<file path="config.mk">
export PLATFORM = sky130hd
export DESIGN_NAME = uart_tx_arbiter
export DESIGN_NICKNAME = d
export VERILOG_FILES = /design/src/rtl/uart_tx_arbiter.sv
export SDC_FILE = /design/constraint.sdc
export NUM_CORES = 1
export LEC_CHECK = 0
export ABC_AREA = 0
export CAP_MARGIN = 20
export CORE_AREA = 2 2 65 67
export DETAILED_ROUTE_END_ITERATION = 12
export DIE_AREA = 0 0 67 69
export HOLD_SLACK_MARGIN = 0.03
export PLACE_DENSITY = 0.72
export SETUP_SLACK_MARGIN = 0.15
export SLEW_MARGIN = 20
export SYNTH_ARGS = -nofsm -noshare
export SYNTH_HDL_FRONTEND = slang
export SYNTH_SLANG_ARGS = --single-unit
export TNS_END_PERCENT = 100
</file>
<file path="constraint.sdc">
create_clock -name clk -period 2.38 [get_ports clk]
set_input_delay 0.238 -clock clk [delete_from_list [all_inputs] [get_ports clk]]
set_output_delay 0.238 -clock clk [all_outputs]
set_load 0.02 [all_outputs]
</file>
<file path="src/rtl/uart_tx_arbiter.sv">
// Round-robin arbiter sharing one UART transmitter among NUM_REQ byte requesters.
// Latency: req sampled in IDLE at edge N -> ack/tx_start/active during cycle N+1.
// Backpressure: requesters hold req until ack; no grant while tx_busy or a frame is open.
module uart_tx_arbiter #(
    parameter int NUM_REQ      = 4,
    parameter int IDW          = 2,
    parameter int BUSY_TIMEOUT = 4
) (
    input  logic                 clk,
    input  logic                 rst,
    input  logic [NUM_REQ-1:0]   req,
    input  logic [8*NUM_REQ-1:0] req_data,
    output logic [NUM_REQ-1:0]   ack,
    output logic [7:0]           tx_data,
    output logic                 tx_start,
    input  logic                 tx_busy,
    output logic [IDW-1:0]       grant_id,
    output logic                 active,
    output logic                 err_timeout
);

    typedef enum logic [1:0] {
        IDLE,
        WAIT_BUSY,
        WAIT_DONE
    } state_t;

    state_t         state;
    logic [IDW-1:0] last;
    logic [7:0]     cnt;

    logic [7:0]     req_byte [NUM_REQ];
    logic [IDW-1:0] win;
    logic [IDW-1:0] cand;
    logic           found;

    always_comb begin
        for (int i = 0; i < NUM_REQ; i++) begin
            req_byte[i] = req_data[8*i +: 8];
        end
    end

    // Search starts one past the last winner so every requester gets a turn.
    always_comb begin
        found = 1'b0;
        win   = last;
        cand  = '0;
        for (int i = 1; i <= NUM_REQ; i++) begin
            cand = IDW'((int'(last) + i) % NUM_REQ);
            if (!found && req[cand]) begin
                found = 1'b1;
                win   = cand;
            end
        end
    end

    always_ff @(posedge clk or negedge rst) begin
        if (!rst) begin
            state       <= IDLE;
            last        <= IDW'(NUM_REQ - 1);
            cnt         <= 8'd0;
            ack         <= '0;
            tx_data     <= 8'h00;
            tx_start    <= 1'b0;
            grant_id    <= '0;
            active      <= 1'b0;
            err_timeout <= 1'b0;
        end else begin
            ack         <= '0;
            tx_start    <= 1'b0;
            err_timeout <= 1'b0;
            case (state)
                IDLE: begin
                    if (found && !tx_busy) begin
                        tx_data   <= req_byte[win];
                        grant_id  <= win;
                        last      <= win;
                        ack[win]  <= 1'b1;
                        tx_start  <= 1'b1;
                        active    <= 1'b1;
                        cnt       <= 8'd0;
                        state     <= WAIT_BUSY;
                    end
                end
                WAIT_BUSY: begin
                    if (tx_busy) begin
                        state <= WAIT_DONE;
                    end else if (cnt + 8'd1 == 8'(BUSY_TIMEOUT)) begin
                        // Transmitter never acknowledged the start; give up on this byte.
                        err_timeout <= 1'b1;
                        active      <= 1'b0;
                        state       <= IDLE;
                    end else begin
                        cnt <= cnt + 8'd1;
                    end
                end
                WAIT_DONE: begin
                    if (!tx_busy) begin
                        active <= 1'b0;
                        state  <= IDLE;
                    end
                end
                default: state <= IDLE;
            endcase
        end
    end

endmodule
</file>
# After elaboration in Yosys (flattened, before gate mapping)

Cells that the tools add are included.

Word-level logic and storage cells: 89
Output and inout bits: 17
Flip-flop bits (word level): 29

Reductions and logical operators: 16
Equality and inequality tests: 9
Multiplexer cells: 42
Bitwise gates (word level): 1
Add/subtract/negate cells: 5
$lt $le $gt $ge: 7

Operators by type and width:

| kind                                                                          | count |
|---|---|
| 8-bit two-way mux                                                             | 5 |
| 1-bit two-way mux                                                             | 18 |
| 8-bit binary-select mux with 2-bit select                                     | 1 |
| 2-bit two-way mux                                                             | 8 |
| 8-bit one-hot mux with 2 select lines                                         | 1 |
| 2-bit by 3-bit less-than comparator with 1-bit output (second input constant) | 5 |
| 2-bit inequality test (second input constant)                                 | 5 |
| 8-bit by 1-bit adder with 8-bit output (second input constant)                | 1 |
| 1-bit binary-select mux with 2-bit select                                     | 4 |
| 8-bit by 3-bit == test with 1-bit output (second input constant)              | 1 |
| 4-bit two-way mux                                                             | 2 |
| 2-bit one-hot mux with 3 select lines                                         | 1 |
| 1-bit logical AND                                                             | 5 |
| 5-bit AND reduction                                                           | 1 |
| 2-bit by 1-bit adder with 2-bit output (second input constant)                | 2 |
| 2-bit adder (second input constant)                                           | 2 |
| 1-bit logical NOT                                                             | 4 |
| 4-bit AND reduction                                                           | 1 |
| 3-bit >= comparator (second input constant)                                   | 1 |
| 3-bit inequality test (second input constant)                                 | 1 |
| 2-bit NOT with 3-bit output                                                   | 1 |
| 1-bit one-hot mux with 3 select lines                                         | 1 |
| 3-bit AND reduction                                                           | 1 |
| 3-bit nonzero test                                                            | 1 |
| 7 further kinds                                                               | 7 |

# Depth between registers and ports, before layout

Gate-level depths: netlist (run 1).

Depth after elaboration: 19
Mapped depth: 9
Gate-level depth less buffers: 6

# Worst setup path after synthesis (run 1)

OpenSTA, ideal clock, no wires.

Path kind: reg2reg
From: register state[0]
To: register tx_data[0]
Path buffers: 2
Library setup time: 138 ps
Arrival: 1705 ps
Cell stages (with the launch flop): 9
Path slack: 536 ps
Cell sequence: dfrtp_1 -> inv_1 -> ha_1 -> or3b_1 -> buf_2 -> a211oi_4 -> buf_6 -> o2bb2ai_1 -> a31oi_1

Word-level cells in the longest chain between the ends: 2

RTL lines:

| element                              | RTL line | source |
|---|---|---|
| start, declared                      | 28       | `state_t state;` |
| start signal, assigned               | 59       | `state <= IDLE;` |
| start signal, assigned               | 82       | `state <= WAIT_BUSY;` |
| start signal, assigned               | 87       | `state <= WAIT_DONE;` |
| 2-bit logical NOT                    | 72       | `case (state)` |
| 2-bit AND reduction (no source line) | n/a      |  |
| end signal, assigned                 | 75       | `tx_data <= req_byte[win];` |
| end, declared                        | 14       | `output logic [7:0] tx_data,` |

No other way between the ends.
A chain may end at the register's enable or synchronous reset.

# Worst setup path in the final report (run 1)

From: register state[1]
To: register state[0]

Word-level cells in the longest chain between the ends: 3
Elaborated cells on any way between the ends: 8
Classes of those cells: eq/ne: 5; mux: 1; reduce/logical: 2

RTL lines:

| element                                                                         | RTL line |
|---|---|
| 2-bit by 1-bit == test with 1-bit output, or another cell as far along          | 72 |
| 3-bit inequality test (no source line) or 2-bit inequality test (tied branches) | n/a |
| 3-bit AND reduction (no source line)                                            | n/a |

Several ways; a longest one is shown, not always the timed one.

==> results of run 1 <==
[synth_stat cells, drive strengths merged, types with 4 or more instances]
cell type / n
buf: 7
a21oi: 8
a31oi: 8
o2bb2ai: 8
a21o: 5
nor2: 6
ha: 6
o21ai: 10
inv: 5
nand3: 4
nor3: 7
mux2i: 18
dfrtp: 27
nand2: 13
[area by class of cell]
class                      count  area [um^2]  area share (%)
sequential                    29          728            30.4
clock inverter                 1         5.00           0.209
timing repair buffer          61          608            25.4
inverter                       5         18.8           0.783
tap                           50         62.6            2.61
clock buffer                   7         96.3            4.02
multi-input combinational    121          878            36.6
[per-layer routing]
| metal | GRT usage, % | part of all wire, % | vias up |
|---|---|---|---|
| li1 | - | - | 725 |
| met1 | 21.2 | 38 | 697 |
| met2 | 34.7 | 49 | 61 |
| met3 | 6.69 | 11 | 8 |
| met4 | 7.03 | 1.9 | 0 |
| met5 | 0 | 0 | - |
[power groups by stage]
stage          Sequential (W)  Combinational [W]  Clock [W]
2_1_floorplan        0.000934           0.000737          0
3_3_place_gp         0.000828            0.00126          0
3_5_place_dp         0.000843            0.00130          0
4_1_cts              0.000834            0.00130   0.000465
5_1_grt              0.000857            0.00143   0.000489
6_report             0.000832            0.00130   0.000450
[cell families after synthesis]
family | share of synthesized area (%)
AND/OR/NAND/NOR | 13.2
flip-flops | 43.3
multiplexers | 11.4
adder cells (fa/ha/maj) | 4.47
AO/OA/AOI/OAI | 22.6
buffers and inverters | 5.06
[worst max-delay path: cells and delay by family, from the launching register on]
kind                     cells  cell delay (ns)
buffers and inverters        1             0.10
AO/OA/AOI/OAI                2             0.63
adder cells (fa/ha/maj)      1             0.24
multiplexers                 1             0.34
AND/OR/NAND/NOR              1             0.16
flip-flops                   1             0.40
[flip-flops by register name, indices dropped and copies added (netlist names)]
name	cells
grant_id	2
ack	4
state	2
tx_data	8
active	1
cnt	8
err_timeout	1
tx_start	1
last	2
[final timing paths]
kind / start / to / depth (start not counted)
setup / recovery: state[1]$_DFFE_PN0P_ / state[0]$_DFFE_PN0P_ / 6
hold / removal: rst / tx_data[4]$_DFFE_PN0P_ / 2
setup reg to reg: state[1]$_DFFE_PN0P_ / state[0]$_DFFE_PN0P_ / 6
hold reg to reg: grant_id[1]$_DFFE_PN0P_ / grant_id[1]$_DFFE_PN0P_ / 1
max in group asynchronous: rst / last[1]$_DFFE_PN1P_ / 2
min in group clk: grant_id[1]$_DFFE_PN0P_ / grant_id[1]$_DFFE_PN0P_ / 1
[placed cells by master, fill, tap and decap left out, types with 2 or more instances in the layout]
master           netlist  layout
a22o_1                 3       3
dfrtp_1               27      27
buf_4                  2       5
ha_1                   6       6
a21o_1                 5       5
mux2i_1               18      18
o2bb2ai_1              8       8
nor2_1                 6       6
nor3b_1                2       2
a31oi_1                8       8
inv_1                  5       5
clkdlybuf4s50_1        0      55
nand2_1               13      13
clkbuf_8               0       7
dfstp_2                2       2
o21ai_0                9       9
nor3_1                 7       7
nand3_1                4       4
o21a_1                 3       3
a21oi_1                8       8
nand2b_1               2       2
[stage by stage]
step	std cells	hold WS, ns	total power [W]	worst slack, ns
after global routing	274	0.356	0.00278	0.167
after CTS	272	0.344	0.00260	0.212
after floorplan	164	-0.0576	0.00167	0.536
after detailed placement	264	0.468	0.00214	0.0432
after global placement	264	0.470	0.00209	0.161
final	274	0.341	0.00258	0.393
==> results.yml, run 1 <==
floorplanning:
  die_area_um2: 4620
  start_util_pct: 42.9
  core_area_um2: 3910
  rows: 23
  pin_count: 56
  die_h_um: 69
  fp.dieW_um: 67
routing:
  post_drt_wl_per_cell_um: 15.3
  first_pass_iters: 4
  drt-vias-per-instance: 5.44
  drc: 0
  ant_nets: 0
  drtIter0Drc: 40
  vias: 1491
  drt_wl_total_um: 4180
pwr:
  leakage_nw: 1.03
  powerDensity_nw_per_um2: 1080
  switching_power_w: 0.00101
  pwr-share-comb_pct: 50.3
  swShare_pct: 39.1
  peakVddDrop_v: 0.000567
  seqPwrFrac_pct: 32.2
  clockPowerShare_pct: 17.5
  p_int_w: 0.00157
setup_path:
  cp_slowest_cell: "a21oi_1"
  worstSetupStartpointType: "flip-flop"
  regToRegSetupSlack_ns: 0.39
  crit_path_max_incr_delay_ns: 0.43
  cp_data_required_time_ns: 2.55
  crit_fanout: 6
  path_class: "flip-flop to flip-flop"
  crit_arrival_ns: 2.16
  cp-end-kind: "flip-flop"
  path_cells: "inv_1 -> ha_1 -> a21oi_1 -> o22ai_1 -> nor2_1 -> mux2_2"
clock_tree:
  numCtsBuffers: 5
  cts_resized: 0
  clk_latency_ns: 0.28
  clkSinkCount: 29
  cts_tree: "yes"
  htreeDepth: 2
  root_buffer: "clkbuf_8"
  cts.path.max_buffers: 2
  cts_hold_buffers: 0
  post-cts-setup-buffer-count: 0
  clk_pin_slew_worst_paths_ns: 0.06
placed_design:
  gp_congestion: 0.891
  dp_hpwl_um: 3210
  place_area_um2: 2280
  numPortBuffers: 55
layout:
  finalInstanceArea_um2: 2400
  syn_to_final_growth_pct: 42.7
  final_util_pct: 61.3
  nets: 268
  n_fill_cell: 350
  layout-drive-gt1-share_pct: 9.38
  diodes: 0
timing:
  max-slew-margin-rel_pct: 65.0
  fmax_mhz: 503
  timing.final.crit_share_pct: 83.5
  tightestPinTransition_ns: 0.521
  rsz0062_at_grt: "no"
  setup_tns_ns: 0
  finalMaxSlewViolations: 0
  finalSetupViolations: 0
  min_period_ns: 1.99
  finClkSkew_ns: 0.00172
  finalHoldViolCount: 0
synth:
  synthCells: 164
  synth.distinct_cells: 41
  yosysWarnings: 0
  yosys.area.top_type: "dfrtp_1"
  yosys.area.top_type_share_pct: 40.2
  syn_area_um2: 1680
  synthTopCellsByArea: "dfrtp_1 (40%), mux2i_1 (11%), ha_1 (4.5%), o2bb2ai_1 (4.2%), dfstp_2 (3.1%)"
  syn_nets: 209
  ys_ff_latch: 29
  synthArstFlopShare_pct: 100
  synth.yosys.seq_area_share_pct: 43.3
  avgSynthCellArea_um2: 10.2
  ys.flop_type: "dfrtp_1"
  synth_edf_count: 0
global_route:
  grt_pass1_vias: 1520
  grt_max_degree: 30
  grt_pass1_wl_um: 6930
  antenna_found_initial: 0
  overflow: 0
  grt.total_usage_pct: 19.7
status:
  status: "finished clean"
flow_run:
  maxCapViolations: 0
min_path:
  hold_class: "input port to async pin"
Power figures use the tool's default switching activity.
==> run 2, diff against run 1 <==
==> constraint.sdc (replaced) <==
create_clock -name clk -period 2.1 [get_ports clk]
set_input_delay 0.21 -clock clk [delete_from_list [all_inputs] [get_ports clk]]
set_output_delay 0.21 -clock clk [all_outputs]
set_load 0.02 [all_outputs]
==> run 2 against run 1 <==
Against the previous run: sequential share of layout area decreased by 1.5 points; fmax grew 7.2%; largest power group unchanged; critical path depth unchanged; clock skew rose by 0.00071 ns; sequential cell count is the same; count of clock-buffer cells in the layout is 1 lower.
==> results.yml, run 2 (synthesis results as in run 1) <==
status:
  status: "finished clean"
timing:
  timing.final.crit_share_pct: 88.3
  setup_tns_ns: 0
  fmax_mhz: 539
  finalHoldViolCount: 0
  finClkSkew_ns: 0.00243
  min_period_ns: 1.85
  finalMaxSlewViolations: 0
  tightestPinTransition_ns: 0.556
  max-slew-margin-rel_pct: 62.7
  finalSetupViolations: 0
  rsz0062_at_grt: "yes"
setup_path:
  worstSetupStartpointType: "flip-flop"
  cpMostUsedCell: "mux2i_1"
  cp_data_required_time_ns: 2.24
  crit_arrival_ns: 1.99
  path_cells: "mux2i_1 -> a221oi_4 -> buf_4 -> clkbuf_16 -> mux2i_1 -> a31oi_1"
  cp-end-kind: "flip-flop"
  path_class: "flip-flop to flip-flop"
  cp_slowest_cell: "dfstp_2"
  crit_fanout: 10
  cp_num_buf_inv: 2
  path_delay_family: "flip-flops"
  crit_path_max_incr_delay_ns: 0.59
routing:
  drtIter0Drc: 61
  ant_nets: 0
  post_drt_wl_per_cell_um: 15.6
  first_pass_iters: 4
  drt-vias-per-instance: 5.42
  drt_wl_total_um: 4450
  drc: 0
  vias: 1545
floorplanning:
  core_area_um2: 3910
  pin_count: 56
  die_area_um2: 4620
  fp.dieW_um: 67
  start_util_pct: 42.9
  rows: 23
  die_h_um: 69
min_path:
  hold_class: "input port to async pin"
clock_tree:
  cts_tree: "yes"
  clk_pin_slew_worst_paths_ns: 0.06
  clk_latency_ns: 0.28
  htreeDepth: 2
  clkSinkCount: 29
  cts.path.max_buffers: 2
  cts_hold_buffers: 0
  root_buffer: "clkbuf_8"
  numCtsBuffers: 5
layout:
  diodes: 0
  n_fill_cell: 316
  reg_top3: "cnt (8), tx_data (8), ack (4)"
  nets: 279
  layout-drive-gt1-share_pct: 15.3
  final_common_cell: "clkdlybuf4s50_1"
  final_cell_mix: "clkdlybuf4s50_1 (55), dfrtp_1 (26), mux2i_1 (18)"
  final_util_pct: 64.5
  syn_to_final_growth_pct: 50.3
pwr:
  leakage_nw: 1.09
  clockPowerShare_pct: 14.1
  powerDensity_nw_per_um2: 1210
  swShare_pct: 39.0
  switching_power_w: 0.00119
  seqPwrFrac_pct: 30.5
  peakVddDrop_v: 0.000624
  pwr-share-comb_pct: 55.4
  p_int_w: 0.00187
placed_design:
  numPortBuffers: 55
  gp_congestion: 0.852
  dp_hpwl_um: 3180
flow_run:
  maxCapViolations: 0
global_route:
  grt_max_degree: 30
  overflow: 0
  grt.total_usage_pct: 19.1
  antenna_found_initial: 0
  grt_pass1_vias: 1540
  grt_pass1_wl_um: 6860
==> run 2: worst paths after layout <==
path | startpoint | to | cells past startpoint | slack, ns
worst max-delay path | last[1]$_DFFE_PN1P_ | tx_data[3]$_DFFE_PN0P_ | 6 | 0.25
worst min-delay path | rst | tx_data[3]$_DFFE_PN0P_ | 2 | 0.32
worst max register to register | last[1]$_DFFE_PN1P_ | tx_data[3]$_DFFE_PN0P_ | 6 | 0.25
worst min register to register | grant_id[1]$_DFFE_PN0P_ | grant_id[1]$_DFFE_PN0P_ | 1 | 0.48
max in group asynchronous | rst | last[1]$_DFFE_PN1P_ | 2 | 1.47
min in group clk | grant_id[1]$_DFFE_PN0P_ | grant_id[1]$_DFFE_PN0P_ | 1 | 0.48
==> run 2: power by group through the flow <==
stage | sequential (W) | clock (W) | combinational (W)
finish | 0.000935 | 0.000432 | 0.00170
global route | 0.000970 | 0.000483 | 0.00185
CTS | 0.000942 | 0.000451 | 0.00155
detailed placement | 0.000951 | 0 | 0.00155
global placement | 0.000935 | 0 | 0.00150
floorplan | 0.00106 | 0 | 0.000835
==> run 2: routing by layer <==
metal | global-route usage, % | up-vias | wire [um]
li1 | - | 752 | -
met1 | 20.6 | 735 | 1800
met2 | 34.8 | 53 | 2240
met3 | 5.55 | 5 | 356
met4 | 6.12 | 0 | 56
met5 | 0 | - | 0
==> run 2: what timing repair did <==
action,4_1_cts,5_1_grt
buffers inserted,0,3
resized for setup,0,7
endpoints found under the setup margin,0,13
==> run 2: metrics by stage <==
stage | power (W) | area, um^2 | std cells | worst slack (ns) | hold slack, ns
2_1_floorplan | 0.00189 | 1680 | 164 | 0.256 | -0.0856
3_3_place_gp | 0.00244 | 2350 | 272 | 0.119 | 0.463
3_5_place_dp | 0.00250 | 2350 | 272 | 0.0558 | 0.471
4_1_cts | 0.00294 | 2440 | 280 | 0.176 | 0.326
5_1_grt | 0.00330 | 2530 | 285 | 0.145 | 0.368
6_report | 0.00306 | 2530 | 285 | 0.246 | 0.317
==> run 2: area by class of cell <==
cell class / count / area (um^2) / area share, %
inverter: 5 / 18.8 / 0.743
multi-input combinational: 121 / 887 / 35.1
timing repair buffer: 72 / 746 / 29.5
tap: 50 / 62.6 / 2.48
clock buffer: 6 / 72.6 / 2.87
clock inverter: 2 / 10.0 / 0.396
sequential: 29 / 729 / 28.9
==> run 3, diff against run 2 <==
--- a/config.mk
+++ b/config.mk
@@ -8,6 +8,7 @@
 export ABC_AREA = 0
 export CAP_MARGIN = 20
 export CORE_AREA = 2 2 65 67
+export CTS_BUF_LIST = sky130_fd_sc_hd__clkbuf_16
 export DETAILED_ROUTE_END_ITERATION = 12
 export DIE_AREA = 0 0 67 69
 export HOLD_SLACK_MARGIN = 0.03
==> run 3 against run 2 <==
Against the previous run: via count up 0.26%; setup slack worse by 0.0076 ns; first-iteration DRC count up 41%; clock skew up 0.0014 ns; register-to-register slack about the same; largest cell class unchanged.
==> results.yml, run 3 (synthesis results as in run 1) <==
setup_path:
  path_class: "flip-flop to flip-flop"
  rr_endpoint: "state[0]$_DFFE_PN0P_"
  crit_arrival_ns: 2.02
  crit_fanout: 7
  worstSetupStartpointType: "flip-flop"
  reg2reg_depth: 5
  cp-end-kind: "flip-flop"
  cp_data_required_time_ns: 2.25
  reg2reg_from: "cnt[3]$_DFFE_PN0P_"
  regToRegSetupSlack_ns: 0.24
layout:
  diodes: 0
  final_cell_mix: "clkdlybuf4s50_1 (55), dfrtp_1 (26), mux2i_1 (18)"
  nets: 280
  reg_top3: "cnt (8), tx_data (8), ack (4)"
  final_common_cell: "clkdlybuf4s50_1"
  area.sequential_um2: 729
  syn_to_final_growth_pct: 54.4
  layout-drive-gt1-share_pct: 15.7
  multiInputGateArea_um2: 887
  n_fill_cell: 310
global_route:
  grt_pass1_vias: 1547
  grt.total_usage_pct: 19.3
  grt_pass1_wl_um: 6910
  overflow: 0
  grt_max_degree: 30
  antenna_found_initial: 0
routing:
  post_drt_wl_per_cell_um: 15.8
  drtIter0Drc: 86
  drt-vias-per-instance: 5.42
  ant_nets: 0
  vias: 1549
  drc: 0
  drt_wl_total_um: 4530
  first_pass_iters: 4
timing:
  finalMaxSlewViolations: 0
  tightestPinTransition_ns: 0.576
  timing.final.crit_share_pct: 88.7
  fmax_mhz: 537
  max-slew-margin-rel_pct: 61.4
  finalSetupViolations: 0
  finalHoldViolCount: 0
  finClkSkew_ns: 0.00381
  min_period_ns: 1.86
  setup_tns_ns: 0
  rsz0062_at_grt: "yes"
placed_design:
  numPortBuffers: 55
  dp_hpwl_um: 3180
  gp_congestion: 0.852
min_path:
  hold_class: "input port to async pin"
clock_tree:
  htreeDepth: 2
  cts_hold_buffers: 0
  cts.path.max_buffers: 2
  clkSinkCount: 29
  numCtsBuffers: 5
  cts_tree: "yes"
  clk_latency_ns: 0.27
  clk_pin_slew_worst_paths_ns: 0.05
  root_buffer: "clkbuf_16"
flow_run:
  maxCapViolations: 0
floorplanning:
  die_h_um: 69
  start_util_pct: 42.9
  fp.dieW_um: 67
  rows: 23
  die_area_um2: 4620
  pin_count: 56
  core_area_um2: 3910
pwr:
  powerDensity_nw_per_um2: 1280
  finalPower_w: 0.00332
  peakVddDrop_v: 0.000733
  leakage_nw: 1.12
status:
  status: "finished clean"
[run 3: worst max-delay path by stage]
| stage | start | to | slack, ns |
|---|---|---|---|
| floorplan | state[0]$_DFFE_PN0P_ | tx_data[0]$_DFFE_PN0P_ | 0.26 |
| detailed placement | req[0] | tx_data[3]$_DFFE_PN0P_ | 0.06 |
| global route | last[1]$_DFFE_PN1P_ | tx_data[7]$_DFFE_PN0P_ | 0.13 |
| CTS | state[0]$_DFFE_PN0P_ | tx_data[5]$_DFFE_PN0P_ | 0.16 |
| global placement | req[0] | tx_data[7]$_DFFE_PN0P_ | 0.12 |
| finish | cnt[3]$_DFFE_PN0P_ | state[0]$_DFFE_PN0P_ | 0.24 |
[run 3: final cells by class]
cell class / instances / area share (%)
Multi-Input combinational cell: 121 / 34.2
Timing Repair Buffer: 73 / 29.0
Sequential cell: 29 / 28.1
Clock buffer: 5 / 4.82
Tap cell: 50 / 2.41
Inverter: 5 / 0.868
Clock inverter: 3 / 0.531
[run 3: repair_timing]
action,CTS,global route
gates resized for setup,0,7
endpoints found under the setup margin,0,14
buffers inserted,0,4
[run 3: critical path: stages, from the launching register on]
cell	delay, ns
dfrtp_2	0.44
or4_1	0.58
nor2_2	0.13
o22ai_1	0.12
nor2_1	0.14
mux2_2	0.34
[run 3: stage by stage]
step | util (%) | hold slack, ns | worst slack (ns) | instances | instance area (um^2)
2_1_floorplan | - | -0.0856 | 0.256 | 164 | 1680
3_3_place_gp | 60.1 | 0.463 | 0.119 | 272 | 2350
6_report | 66.3 | 0.323 | 0.238 | 286 | 2590
5_1_grt | 66.3 | 0.381 | 0.132 | 286 | 2590
4_1_cts | 63.7 | 0.339 | 0.155 | 280 | 2490
3_5_place_dp | 60.1 | 0.471 | 0.0558 | 272 | 2350
[run 3: routing by layer]
metal	vias to the layer above	wire length, um	GRT usage (%)
met2	56	2260	34.0
met5	-	0	0
li1	755	-	-
met3	4	398	6.20
met4	0	33	5.67
met1	734	1840	21.6
[run 3: power by group]
part           leakage [nW]  internal, W  total [W]  switching, W
clock                0.0748     0.000428   0.000659      0.000232
sequential            0.356     0.000780   0.000940      0.000160
combinational         0.687     0.000871    0.00172      0.000846
